--- src/rtl/traffic_pkg.sv ---
// Shared definitions for the traffic-light controller: counter width, phase
// durations in ticks, and the phase enumeration.
package traffic_pkg;

  localparam int unsigned CNT_W = 7;

  localparam int unsigned RED_TICKS    = 10;
  localparam int unsigned GREEN_TICKS  = 7;
  localparam int unsigned YELLOW_TICKS = 3;

  typedef enum logic [1:0] {
    RED    = 2'd0,
    GREEN  = 2'd1,
    YELLOW = 2'd2
  } phase_e;

  function automatic logic [CNT_W-1:0] phase_limit(input phase_e phase);
    logic [CNT_W-1:0] lim;
    lim = '0;
    unique case (phase)
      RED:     lim = CNT_W'(RED_TICKS);
      GREEN:   lim = CNT_W'(GREEN_TICKS);
      YELLOW:  lim = CNT_W'(YELLOW_TICKS);
      default: lim = '0;
    endcase
    return lim;
  endfunction

endpackage

--- src/rtl/count_down_counter_if.sv ---
// Control/status bundle of the per-phase down-counter. The master drives the
// tick and start value; the slave (counter) returns the count and flags.
interface count_down_counter_if
  import traffic_pkg::*;
#(
  parameter int unsigned WIDTH = CNT_W
) ();

  logic             i_enable;
  logic [WIDTH-1:0] i_limit;
  logic [WIDTH-1:0] o_value;
  logic             o_zero;
  logic             o_done;

  modport master (
    output i_enable,
    output i_limit,
    input  o_value,
    input  o_zero,
    input  o_done
  );

  modport slave (
    input  i_enable,
    input  i_limit,
    output o_value,
    output o_zero,
    output o_done
  );

endinterface

--- src/rtl/count_down_counter.sv ---
// Loadable down-counter: preloads i_limit on reset, decrements once per tick to 0.
// COUNTDOWN_AUTORELOAD_EN: reload i_limit on a tick at 0 instead of saturating.
module count_down_counter
  import traffic_pkg::*;
#(
  parameter int unsigned WIDTH = CNT_W
) (
  input  logic                 i_clk,
  input  logic                 i_reset,
  count_down_counter_if.slave  bus
);

  logic [WIDTH-1:0] value_q;
  logic             done_q;
  logic [WIDTH-1:0] value_d;
  logic             done_d;
  logic             is_zero;

  always_comb begin
    is_zero = (value_q == '0);
    value_d = value_q;
    done_d  = 1'b0;
    if (bus.i_enable) begin
      if (!is_zero) begin
        value_d = value_q - WIDTH'(1);
        done_d  = (value_q == WIDTH'(1));
      end else begin
`ifdef COUNTDOWN_AUTORELOAD_EN
        value_d = bus.i_limit;
`else
        value_d = '0;
`endif
      end
    end
  end

  // Reset doubles as the preload, so it also takes priority over a tick.
  always_ff @(posedge i_clk) begin
    if (i_reset) begin
      value_q <= bus.i_limit;
      done_q  <= 1'b0;
    end else begin
      value_q <= value_d;
      done_q  <= done_d;
    end
  end

  assign bus.o_value = value_q;
  assign bus.o_zero  = is_zero;
  assign bus.o_done  = done_q;

endmodule

--- src/flat_wrapper.sv ---
// flat-port wrapper written by rule: the top's interface ports become plain ports
module count_down_counter_flat import traffic_pkg::*;
#(
  parameter int unsigned WIDTH = CNT_W
)
  (i_clk, i_reset, bus_i_enable, bus_i_limit, bus_o_value, bus_o_zero, bus_o_done);
  count_down_counter_if #(.WIDTH(WIDTH)) bus_i ();
  input  logic i_clk;
  input  logic i_reset;
  input wire logic [$bits(bus_i.i_enable)-1:0] bus_i_enable;
  input wire logic [$bits(bus_i.i_limit)-1:0] bus_i_limit;
  output wire logic [$bits(bus_i.o_value)-1:0] bus_o_value;
  output wire logic [$bits(bus_i.o_zero)-1:0] bus_o_zero;
  output wire logic [$bits(bus_i.o_done)-1:0] bus_o_done;
  assign bus_i.i_enable = bus_i_enable;
  assign bus_i.i_limit = bus_i_limit;
  assign bus_o_value = bus_i.o_value;
  assign bus_o_zero = bus_i.o_zero;
  assign bus_o_done = bus_i.o_done;
  count_down_counter #(.WIDTH(WIDTH)) u_core (.i_clk(i_clk), .i_reset(i_reset), .bus(bus_i));
endmodule
--- config.mk ---
export PLATFORM = sky130hd
export DESIGN_NAME = count_down_counter_flat
export DESIGN_NICKNAME = d
export VERILOG_FILES = /design/src/rtl/traffic_pkg.sv /design/src/rtl/count_down_counter_if.sv /design/src/rtl/count_down_counter.sv /design/src/flat_wrapper.sv
export SDC_FILE = /design/constraint.sdc
export NUM_CORES = 1
export LEC_CHECK = 0
export ABC_AREA = 1
export BUFFER_PORTS_ARGS = -buffer_cell sky130_fd_sc_hd__buf_2
export CAP_MARGIN = 20
export CORE_MARGIN = 3
export CORE_UTILIZATION = 35
export CTS_CLUSTER_DIAMETER = 40
export CTS_CLUSTER_SIZE = 14
export DETAILED_ROUTE_END_ITERATION = 10
export PLACE_DENSITY = 0.65
export SLEW_MARGIN = 20
export SYNTH_ARGS = -nofsm -noshare
export SYNTH_HDL_FRONTEND = slang
export SYNTH_SLANG_ARGS = --single-unit
--- constraint.sdc ---
create_clock -name i_clk -period 2.2 [get_ports i_clk]
set_input_delay 0.11 -clock i_clk [delete_from_list [all_inputs] [get_ports i_clk]]
set_output_delay 0.11 -clock i_clk [all_outputs]
set_load 0.01 [all_outputs]
==> flow_summary.json <==
{
  "crit_type": "register to output port",
  "irDropWorstVdd_uv": 352,
  "finalHoldViolCount": 0,
  "ys_warn_count": 0,
  "holdWs_ns": 0.107,
  "end_kind": "output port",
  "r2r-end": "u_core.bus.o_value[6]$_DFFE_PP_",
  "ys_async_sr_fraction": 0,
  "start_kind": "register",
  "rsz0062_at_grt": "false",
  "drv_slew": 0,
  "synth_edf_count": 7,
  "final_cells": 104,
  "fin_skew_ns": 0.0128,
  "port_buffers": 18,
  "synth.top_cell.area_share": 0.392,
  "first_pass_iters": 4,
  "clock_path_buffers": 2,
  "cts_resized": 0,
  "h-tree-depth": 1,
  "synth_ff_type": "edfxtp_1",
  "clk_latency_ns": 0.26,
  "place_inst": 100,
  "wl_per_cell_microns": 10.5,
  "synth.avg_cell_area_sq_um": 7.89,
  "final.period_utilization": 0.655,
  "post_cts_buffers": 0,
  "vias": 471,
  "wirelength_microns": 1100,
  "ys_seq_elements": 8,
  "syn_to_final_growth_pct": 24.2,
  "ant_nets": 0,
  "io_pins": 19,
  "dieArea_sq_mm": 0.00204,
  "dpl_worst_slack_ns": 0.831,
  "final_area_sq_um": 667,
  "synth_area_leader_cell": "edfxtp_1",
  "min_from": "bus_i_limit[5]",
  "cellPowerDensity_mw_per_mm2": 686,
  "overflow": 0,
  "diodes": 0,
  "yosys-top-cells-area": "edfxtp_1 (39%), nand2_1 (22%), ha_1 (7.0%)",
  "ff2ff_path_depth": 7,
  "synth.most_common_cell": "nand2_1",
  "power_mw": 0.457,
  "crit_fanout": 7,
  "final_util": 0.488,
  "coreArea_sq_mm": 0.00137,
  "r2r_slack_ns": 0.84,
  "cts.hold.buffers_added": 0,
  "cts_buffers": 3,
  "netlist_area_sq_um": 537,
  "cts.sinks": 8,
  "synth_common_cells": "nand2_1 (32), edfxtp_1 (7), inv_1 (6)",
  "cp.arrival_ns": 1.33,
  "antenna_found_initial": 0,
  "fin_crit_ns": 1.44,
  "hp-class": "input pin to register",
  "status": "finished clean",
  "drive_above_1_share": 0.303,
  "placement.cell_area_sq_um": 641,
  "grt_pass1_vias": 464,
  "root_buffer": "clkbuf_4",
  "route.detailed.drc": 0,
  "die_h_microns": 45.2,
  "p_leak_nw": 0.349,
  "finalNetCount": 103,
  "cap_violations": 0,
  "hold_end": "u_core.bus.o_value[5]$_DFFE_PP_",
  "routabilityCongestion": 0.782,
  "drt_iter0_markers": 11,
  "slew_headroom": 0.769,
  "ys_seq_area_frac": 0.429,
  "grt_max_degree": 11,
  "cts.clk_slew.worst_paths_ns": 0.07,
  "syn_nets": 81,
  "cts_tree": "built",
  "setup_viol": 0,
  "whs_path_depth": 3,
  "grtUsageTotal": 0.129,
  "floorplan.rows": 13,
  "yosysUniqueCellTypes": 17,
  "fmax_mhz": 694,
  "worst_pin_slew_ns": 0.347,
  "grt_pass1_wl_microns": 1830,
  "r2r-start": "u_core.bus.o_value[0]$_DFFE_PP_",
  "dp.final_hpwl_microns": 820,
  "via_per_inst": 4.53,
  "tns_ns": 0,
  "floorplan.initialDensity": 0.393,
  "required_ns": 2.09,
  "fp.dieW_microns": 45.2,
  "fin_ws_ns": 0.760,
  "syn_inst": 68
}
==> layer usage <==
| layer | vias to the layer above | part of all wire | routed length, microns | GRT usage |
|---|---|---|---|---|
| met5 | - | 0 | 0 | 0 |
| met4 | 0 | 0.025 | 27 | 0.105 |
| li1 | 257 | - | - | - |
| met1 | 195 | 0.44 | 485 | 0.144 |
| met2 | 15 | 0.47 | 517 | 0.209 |
| met3 | 4 | 0.058 | 64 | 0.0239 |
==> area by class of cell <==
type	instances	area, sq um
inverter	7	26.3
sequential	8	230
tap	15	18.8
clock buffer	4	26.3
multi-input combinational	52	275
timing repair buffer	18	90.1
fill	149	699
==> cell usage in the layout, fill, tap and decap left out <==
cell type,count
buf_2,18
clkbuf_1,1
clkbuf_4,3
dfxtp_1,1
edfxtp_1,7
ha_1,3
inv_1,6
inv_2,1
nand2_1,32
nand2_2,1
nand3_1,3
nand3b_1,1
nand4_1,3
nor2_1,2
nor2_2,1
nor2_4,3
nor3b_1,1
or2_1,1
xor2_1,1
==> cells by family after synthesis <==
family | Yosys count | share of synthesized area
XOR/XNOR | 1 | 0.0163
flip-flops | 8 | 0.429
buffers and inverters | 8 | 0.0583
AND/OR/NAND/NOR | 48 | 0.427
adder cells (fa/ha/maj) | 3 | 0.0699
==> state kept, by name, indices dropped and copies added, names as in the netlist <==
signal	flops
u_core.bus.o_done	1
u_core.bus.o_value	7
==> critical path: stages (launching register included) <==
cell and delay, ns:
edfxtp_1 0.42, inv_2 0.14, ha_1 0.19, nand2_2 0.07, nor2_4 0.11, buf_2 0.14
==> where the power goes <==
| group | switching, mW | leakage (nW) | total, mW | internal (mW) |
|---|---|---|---|---|
| combinational | 0.0737 | 0.253 | 0.122 | 0.0488 |
| sequential | 0.0199 | 0.0811 | 0.208 | 0.188 |
| clock | 0.0572 | 0.0150 | 0.127 | 0.0697 |
| total | 0.151 | 0.349 | 0.457 | 0.307 |
==> worst max path at each step <==
stage	start	endpoint	slack [ns]	cells after the start
after floorplan	u_core.bus.o_value[0]$_DFFE_PP_	u_core.bus.o_value[5]$_DFFE_PP_	0.83	7
after global placement	u_core.bus.o_value[0]$_DFFE_PP_	u_core.bus.o_value[5]$_DFFE_PP_	0.85	7
after detailed placement	u_core.bus.o_value[0]$_DFFE_PP_	u_core.bus.o_value[5]$_DFFE_PP_	0.83	7
after CTS	u_core.bus.o_value[0]$_DFFE_PP_	bus_o_zero	0.74	5
after global routing	u_core.bus.o_value[0]$_DFFE_PP_	bus_o_zero	0.67	5
final	u_core.bus.o_value[0]$_DFFE_PP_	bus_o_zero	0.76	5
Note: power is estimated with default switching activity, not from simulation.
